--- src/rtl/tmr_voter_pkg.sv ---
// Shared types and lane indices for the TMR majority voter.
// Replica lanes are numbered A=0, B=1, C=2 in all per-lane vectors.
package tmr_voter_pkg;

    typedef enum logic [1:0] {
        VoterClassic = 2'd0,
        VoterKp      = 2'd1,
        VoterBn      = 2'd2
    } voter_type_e;

    localparam int unsigned NumLanes = 3;
    localparam int unsigned LaneA    = 0;
    localparam int unsigned LaneB    = 1;
    localparam int unsigned LaneC    = 2;

endpackage

--- src/rtl/tmr_voter_bit.sv ---
// Single-bit 2-of-3 majority voter.
// VOTER_TYPE picks the gate structure; every structure computes the same function.
module tmr_voter_bit
    import tmr_voter_pkg::*;
#(
    parameter int unsigned VOTER_TYPE = 0
) (
    input  logic a_i,
    input  logic b_i,
    input  logic c_i,
    output logic voted_o
);

    if (VOTER_TYPE == 32'(VoterKp)) begin : g_kp
        // If A and B disagree, C breaks the tie.
        assign voted_o = (a_i ^ b_i) ? c_i : a_i;
    end else if (VOTER_TYPE == 32'(VoterBn)) begin : g_bn
        logic diff;
        assign diff    = a_i ^ b_i;
        assign voted_o = (diff & c_i) | (~diff & a_i);
    end else begin : g_classic
        assign voted_o = (a_i & b_i) | (a_i & c_i) | (b_i & c_i);
    end

endmodule

--- src/rtl/tmr_voter.sv ---
// TMR majority voter: combinational vote and per-replica mismatch flags, plus a sticky fault record.
// Define TMR_VOTER_ERR_CNT_EN to add saturating per-replica mismatch counters on err_cnt_o.
module tmr_voter
    import tmr_voter_pkg::*;
#(
    parameter int unsigned VOTER_TYPE = 0,
    parameter int unsigned DataWidth  = 1,
    parameter int unsigned CntWidth   = 8
) (
    input  logic                         clk_i,
    input  logic                         rst_ni,
    input  logic [DataWidth-1:0]         in_a,
    input  logic [DataWidth-1:0]         in_b,
    input  logic [DataWidth-1:0]         in_c,
    output logic [DataWidth-1:0]         out,
    output logic [NumLanes-1:0]          mismatch_o,
    output logic [NumLanes-1:0]          sticky_o,
    input  logic                         clear_i,
    output logic [NumLanes*CntWidth-1:0] err_cnt_o
);

    if (VOTER_TYPE > 32'(VoterBn)) begin : g_bad_type
        $error("tmr_voter: VOTER_TYPE %0d is not 0, 1 or 2", VOTER_TYPE);
    end

    for (genvar i = 0; i < DataWidth; i++) begin : g_bit
        tmr_voter_bit #(
            .VOTER_TYPE(VOTER_TYPE)
        ) u_bit (
            .a_i    (in_a[i]),
            .b_i    (in_b[i]),
            .c_i    (in_c[i]),
            .voted_o(out[i])
        );
    end

    assign mismatch_o[LaneA] = |(in_a ^ out);
    assign mismatch_o[LaneB] = |(in_b ^ out);
    assign mismatch_o[LaneC] = |(in_c ^ out);

    // Sticky record: clear has priority over a mismatch in the same cycle.
    logic [NumLanes-1:0] sticky_d;
    logic [NumLanes-1:0] sticky_q;

    always_comb begin
        sticky_d = sticky_q;
        if (clear_i) begin
            sticky_d = '0;
        end else begin
            sticky_d = sticky_q | mismatch_o;
        end
    end

    always_ff @(posedge clk_i) begin
        if (!rst_ni) begin
            sticky_q <= '0;
        end else begin
            sticky_q <= sticky_d;
        end
    end

    assign sticky_o = sticky_q;

`ifdef TMR_VOTER_ERR_CNT_EN
    logic [CntWidth-1:0] cnt_d [NumLanes];
    logic [CntWidth-1:0] cnt_q [NumLanes];

    // Saturating counters, one per replica, same clear priority as the sticky flags.
    always_comb begin
        for (int l = 0; l < NumLanes; l++) begin
            cnt_d[l] = cnt_q[l];
            if (clear_i) begin
                cnt_d[l] = '0;
            end else if (mismatch_o[l] && (cnt_q[l] != {CntWidth{1'b1}})) begin
                cnt_d[l] = cnt_q[l] + CntWidth'(1);
            end
        end
    end

    always_ff @(posedge clk_i) begin
        if (!rst_ni) begin
            for (int l = 0; l < NumLanes; l++) begin
                cnt_q[l] <= '0;
            end
        end else begin
            for (int l = 0; l < NumLanes; l++) begin
                cnt_q[l] <= cnt_d[l];
            end
        end
    end

    for (genvar l = 0; l < NumLanes; l++) begin : g_cnt_out
        assign err_cnt_o[l*CntWidth +: CntWidth] = cnt_q[l];
    end
`else
    assign err_cnt_o = '0;
`endif

endmodule

--- config.mk ---
export PLATFORM = sky130hd
export DESIGN_NAME = tmr_voter
export DESIGN_NICKNAME = d
export VERILOG_FILES = /design/src/rtl/tmr_voter_pkg.sv /design/src/rtl/tmr_voter_bit.sv /design/src/rtl/tmr_voter.sv
export SDC_FILE = /design/constraint.sdc
export NUM_CORES = 1
export LEC_CHECK = 0
export BUFFER_PORTS_ARGS = -buffer_cell sky130_fd_sc_hd__buf_4
export CORE_AREA = 2 2 39 41
export CTS_CLUSTER_SIZE = 28
export DETAILED_ROUTE_END_ITERATION = 8
export DIE_AREA = 0 0 41 43
export GPL_TIMING_DRIVEN = 1
export PLACE_DENSITY = 0.65
export SLEW_MARGIN = 20
export SYNTH_ARGS = -nofsm -noshare
export SYNTH_HDL_FRONTEND = slang
export SYNTH_SLANG_ARGS = --single-unit
--- constraint.sdc ---
create_clock -name clk_i -period 0.8 [get_ports clk_i]
set_input_delay 0 -clock clk_i [delete_from_list [all_inputs] [get_ports clk_i]]
set_output_delay 0 -clock clk_i [all_outputs]
set_load 0.005 [all_outputs]
==> results of run 1 <==
synth_stat cells:
cell and number:
nor2b_1 3, or2_2 1, o21ai_0 1, conb_1 1, mux2i_1 3, dfxtp_1 3, buf_4 24, buf_2 1
nor2_1 3, or2b_1 2, a221oi_1 3, nand2b_1 1, nand2_1 2
tightest hold or removal path, delay by kind of cell:
kind | cells | cell delay (ns)
AO/OA/AOI/OAI | 1 | 0.06
buffers and inverters | 1 | 0.10
AND/OR/NAND/NOR | 1 | 0.11
kinds of logic after synthesis:
logic type,synth area share [%]
other,0.999
AOI/OAI and AO/OA,8.33
buffers and inverters,49.3
muxes,8.00
DFF,16.0
and+or+nand+nor,17.3
what timing repair did:
action,4_1_cts,5_1_grt
endpoints found under the hold margin,0,0
gates resized for setup,0,2
endpoints found under the setup margin,0,2
metrics by stage:
step                      std cells  power, mW
after floorplan                  71      0.328
final                            78      0.582
after detailed placement         74      0.302
after CTS                        78      0.590
after global routing             78      0.633
after global placement           74      0.301
how the worst min path moves through the flow:
stage                  from  cells past startpoint  slack (ns)          end
CTS                    in_a                      3        0.08  sticky_o[2]
global route           in_a                      3        0.09  sticky_o[2]
global placement    clear_i                      3        0.33  sticky_o[1]
finish                 in_a                      3        0.09  sticky_o[2]
floorplan              in_a                      2        0.12          out
detailed placement     in_a                      4        0.32          out
layout make-up:
| type | instances | area, um2 |
|---|---|---|
| well taps | 16 | 20.0 |
| repair buffers | 12 | 90.1 |
| flip-flops and latches | 3 | 61.3 |
| multi-input cells | 43 | 223 |
| fillers | 168 | 963 |
| clock buffers | 4 | 26.3 |
per-layer routing:
metal	wire length (um)	global-route usage, %	vias to the layer above
li1	-	-	136
met1	229	8.71	120
met2	241	8.13	22
met3	82	6.28	0
met4	0	4.00	0
met5	0	0	-
report_power, final:
group          leakage, nW  total (mW)  switching, mW  internal [mW]
sequential          0.0250       0.165        0.00618          0.158
combinational        0.195       0.140         0.0732         0.0673
clock               0.0150       0.277         0.0892          0.188
==> out/qor.txt, run 1 <==
Number of DRC markers in iteration 0: 3
Final Max Slew Viols: 0
Buf+Inv Stages, Crit Path: 0
GRT Residual Overflow: 0
Crit-path slowest cell: dfxtp_1
Die Area: 1760 um2
Power per cell area: 1380 nW/um2
Endpoints failing hold: 0
Starting Density: 27.1%
Root buffer cell: clkbuf_4
Via/cell ratio: 3.56
First-pass GRT wire length: 793 um
DP HPWL: 450 um
Distinct cells, synth: 13
Synth top area cells: buf_4 48%, dfxtp_1 16%, mux2i_1 8.0%
Vert. Die Dim: 43 um
Clock skew: 0 ns
Final GP Congestion: 0.655
Share of cells above drive strength 1: 29.0%
DRT Pass-1 Iters: 2
Top Ports: 37
Worst reg2reg startpoint: sticky_o[2]
Final setup viols: 0
Fin Hold WS: 0.0897 ns
Hold Buf Count CTS: 0
Critical Path End: sticky_o[2]
N_diodes: 0
Worst slack, placed: 0.0257 ns
Gr usage total: 7.14%
Mean Syn Cell Area: 7.82 um2
DRT antenna net count: 0
Startpoint Class: flop
WP data required: 0.95 ns
DRC viols: 0
CP Capture Type: flop
Max incr delay on CP: 0.35 ns
Outcome: finished clean
Cell area after synthesis: 375 um2
Synth area leader: buf_4
Post-synth top area share: 48.0%
Final core utilization: 30.4%
Crit Path Max Fanout: 3
CTS Sinks: 3
Maximum vdd drop: 0.568 mV
Yosys Warn Count: 0
Initial antenna violation count: 0
Area Overhead vs Synth: 12.0%
Total Neg Setup Slack: 0 ns
Final nets: 69
CP arrival: 0.89 ns
Setup bufs post-CTS: 0
Most common cell after layout, fill and taps aside: conb_1
Clk_lat worst skew: 0.24 ns
Worst R2R Setup Slack: 0.05 ns
Vias in the first global route: 197
WP depth: 2
CTS buffer count: 3
CP delay by family, top: flip-flops
Cells after Synth: 48
Reg2Reg Depth: 2
Min-Delay Path Class: in -> reg
CP cell instances: nor2_1 > a221oi_1
Seq cells post-synth: 3
H-tree levels: 1
Max_cap viols: 0
Worst setup margin: 0.0519 ns
Clock-pin transition on the worst setup and hold timing paths: 0.04 ns
Core ar.: 1380 um2
Site row count: 14
WL per Instance: 7.10 um
WS Path Type: reg -> reg
Max Fclk: 1340 MHz
Seq/Total Area, Yosys: 16.0%
Final Cycle Share: 93.5%
Leakage power: 0.235 nW
CTS tree: built
Port bufs: 12
Chip width: 41 um
Final wirelength: 554 um
Max reg flops: 3
Most frequent cells in the layout: 24 x conb_1, 12 x buf_4
Fin area: 420 um2
Routed vias: 278
Max Root-Sink Buffers: 2
CP Launch Point: sticky_o[2]
Unrepaired setup endpoints after global routing: no
Fin crit period: 0.748 ns
Dpl cell area: 387 um2
Largest net degree at the start of global routing: 11
RR Endpoint: sticky_o[2]
Power figures use the tool's default switching activity.
==> run 2, diff against run 1 <==
ABC_CLOCK_PERIOD_IN_PS = 800   (was unset)
CTS_BUF_LIST = sky130_fd_sc_hd__clkbuf_16   (was unset)
==> run 2 against run 1 <==
  * Final cell count unchanged
  * Count of clock-buffer cells in the layout down 1
  * Register-to-register slack about the same
  * Clock skew unchanged
  * Sequential cell count unchanged
  * Global-route usage down 0.10 points
  * Core utilization up 4.2 points
  * Sequential power about the same
  * Fmax up 0.84%
  * Total power up 85%
  * First-iteration DRC count up 67%
  * Cell area up 14%
  * Critical path type unchanged
  * Largest power group unchanged
==> out/qor.txt, run 2 (same netlist as run 1, synthesis figures left out) <==
Outcome: finished clean
Maximum vdd drop: 1.12 mV (+97%)
GRT Residual Overflow: 0 (unchanged)
Fin area: 478 um2 (+14%)
Endpoints failing hold: 0 (unchanged)
Max reg flops: 3 (unchanged)
WS Path Type: reg -> reg
H-tree levels: 1 (unchanged)
Total Neg Setup Slack: 0 ns (unchanged)
Root buffer cell: clkbuf_16
Gr usage total: 7.04% (-0.10 points)
Min-Delay Path Depth: 3 (unchanged)
Clock-pin transition on the worst setup and hold timing paths: 0.03 ns (about the same)
Via/cell ratio: 3.60 (+1.1%)
Core ar.: 1380 um2 (unchanged)
Fin Hold WS: 0.111 ns (+0.0212 ns)
N_diodes: 0 (unchanged)
Reg2Reg Depth: 2 (unchanged)
CP delay by family, top: flip-flops
Vias in the first global route: 194 (-1.5%)
Dpl cell area: 387 um2 (unchanged)
DRT Pass-1 Iters: 2 (unchanged)
Power per cell area: 2260 nW/um2 (+63%)
Clk_lat worst skew: 0.22 ns (-0.02 ns)
Crit Path Max Fanout: 3 (unchanged)
Worst slack, placed: 0.0257 ns (unchanged)
Clock skew: 0 ns (unchanged)
Top Ports: 37 (unchanged)
Crit-path slowest cell: dfxtp_1
WP data required: 0.93 ns (-0.02 ns)
Max Root-Sink Buffers: 2 (unchanged)
Final Cycle Share: 92.7% (-0.78 points)
Share of cells above drive strength 1: 29.0% (unchanged)
Worst reg2reg startpoint: sticky_o[2]
Hold_sp: in_a
RR Endpoint: sticky_o[2]
Max_cap viols: 0 (unchanged)
WL per Instance: 7.06 um (-0.54%)
Final wirelength: 551 um (-0.54%)
CP Capture Type: flop
Final Max Slew Viols: 0 (unchanged)
DRT antenna net count: 0 (unchanged)
DP HPWL: 450 um (unchanged)
Setup bufs post-CTS: 0 (unchanged)
CTS Sinks: 3 (unchanged)
Hold Buf Count CTS: 0 (unchanged)
Max incr delay on CP: 0.35 ns (about the same)
DRC viols: 0 (unchanged)
Worst Hold End: sticky_o[2]
Chip width: 41 um (unchanged)
Pwr Total: 1.08 mW (+85%)
Most frequent cells in the layout: 24 x conb_1, 12 x buf_4
Startpoint Class: flop
Placed cells: 74 (unchanged)
Most common cell after layout, fill and taps aside: conb_1
Min-Delay Path Class: in -> reg
Site row count: 14 (unchanged)
Starting Density: 27.1% (unchanged)
CP Launch Point: sticky_o[2]
Final nets: 69 (unchanged)
Max Fclk: 1350 MHz (+0.84%)
Number of DRC markers in iteration 0: 5 (+2)
First-pass GRT wire length: 821 um (+3.5%)
Vert. Die Dim: 43 um (unchanged)
CP cell instances: nor2_1 > a221oi_1
Final core utilization: 34.5% (+4.2 points)
Buf+Inv Stages, Crit Path: 0 (unchanged)
Routed vias: 281 (+1.1%)
Die Area: 1760 um2 (unchanged)
Port bufs: 12 (unchanged)
Fin crit period: 0.742 ns (-0.00623 ns)
Final setup viols: 0 (unchanged)
Initial antenna violation count: 0 (unchanged)
Unrepaired setup endpoints after global routing: no
Final GP Congestion: 0.655 (unchanged)
CP arrival: 0.87 ns (-0.02 ns)
CTS tree: built
CTS buffer count: 3 (unchanged)
Area Overhead vs Synth: 27.3%
Largest net degree at the start of global routing: 11 (unchanged)
Worst R2R Setup Slack: 0.06 ns (about the same)
Worst setup margin: 0.0581 ns (+0.00623 ns)
Fin cells: 78 (unchanged)
Leakage power: 0.263 nW (+12%)
run 2: area by class of cell:
class                           count  area [um2]
Fill cell                         160         906
Multi-Input combinational cell     43         229
Timing Repair Buffer               12        90.1
Clock buffer                        3        75.1
Sequential cell                     3        60.1
Tap cell                           16        20.0
Clock inverter                      1        3.75
run 2: report_power, final:
part | total (mW) | internal [mW] | switching, mW
logic | 0.145 | 0.0683 | 0.0763
registers | 0.165 | 0.158 | 0.00631
clock network | 0.770 | 0.644 | 0.127
run 2: worst max-delay path by stage:
stage / to / slack (ns) / depth (start not counted)
3_5_place_dp: sticky_o[1] / 0.03 / 2
6_report: sticky_o[2] / 0.06 / 2
5_1_grt: sticky_o[2] / 0.02 / 2
3_3_place_gp: sticky_o[2] / 0.02 / 3
4_1_cts: sticky_o[1] / 0.02 / 2
2_1_floorplan: sticky_o[1] / 0.07 / 2
run 2: worst reg2reg max path, delay by kind of cell, from the launching register on:
kind	cells	cell delay (ns)
DFF	1	0.35
AOI/OAI and AO/OA	1	0.25
and+or+nand+nor	1	0.05
run 2: what timing repair did:
| item | 4_1_cts | 5_1_grt |
|---|---|---|
| endpoints found under the hold margin | 0 | 0 |
| endpoints found under the setup margin | 0 | 2 |
| gates resized for setup | 0 | 2 |
run 2: routing by layer:
metal / GRT usage [%] / wire length (um)
met1: 9.35 / 230
met2: 8.13 / 235
met3: 4.71 / 85
met4: 4.00 / 0
met5: 0 / 0
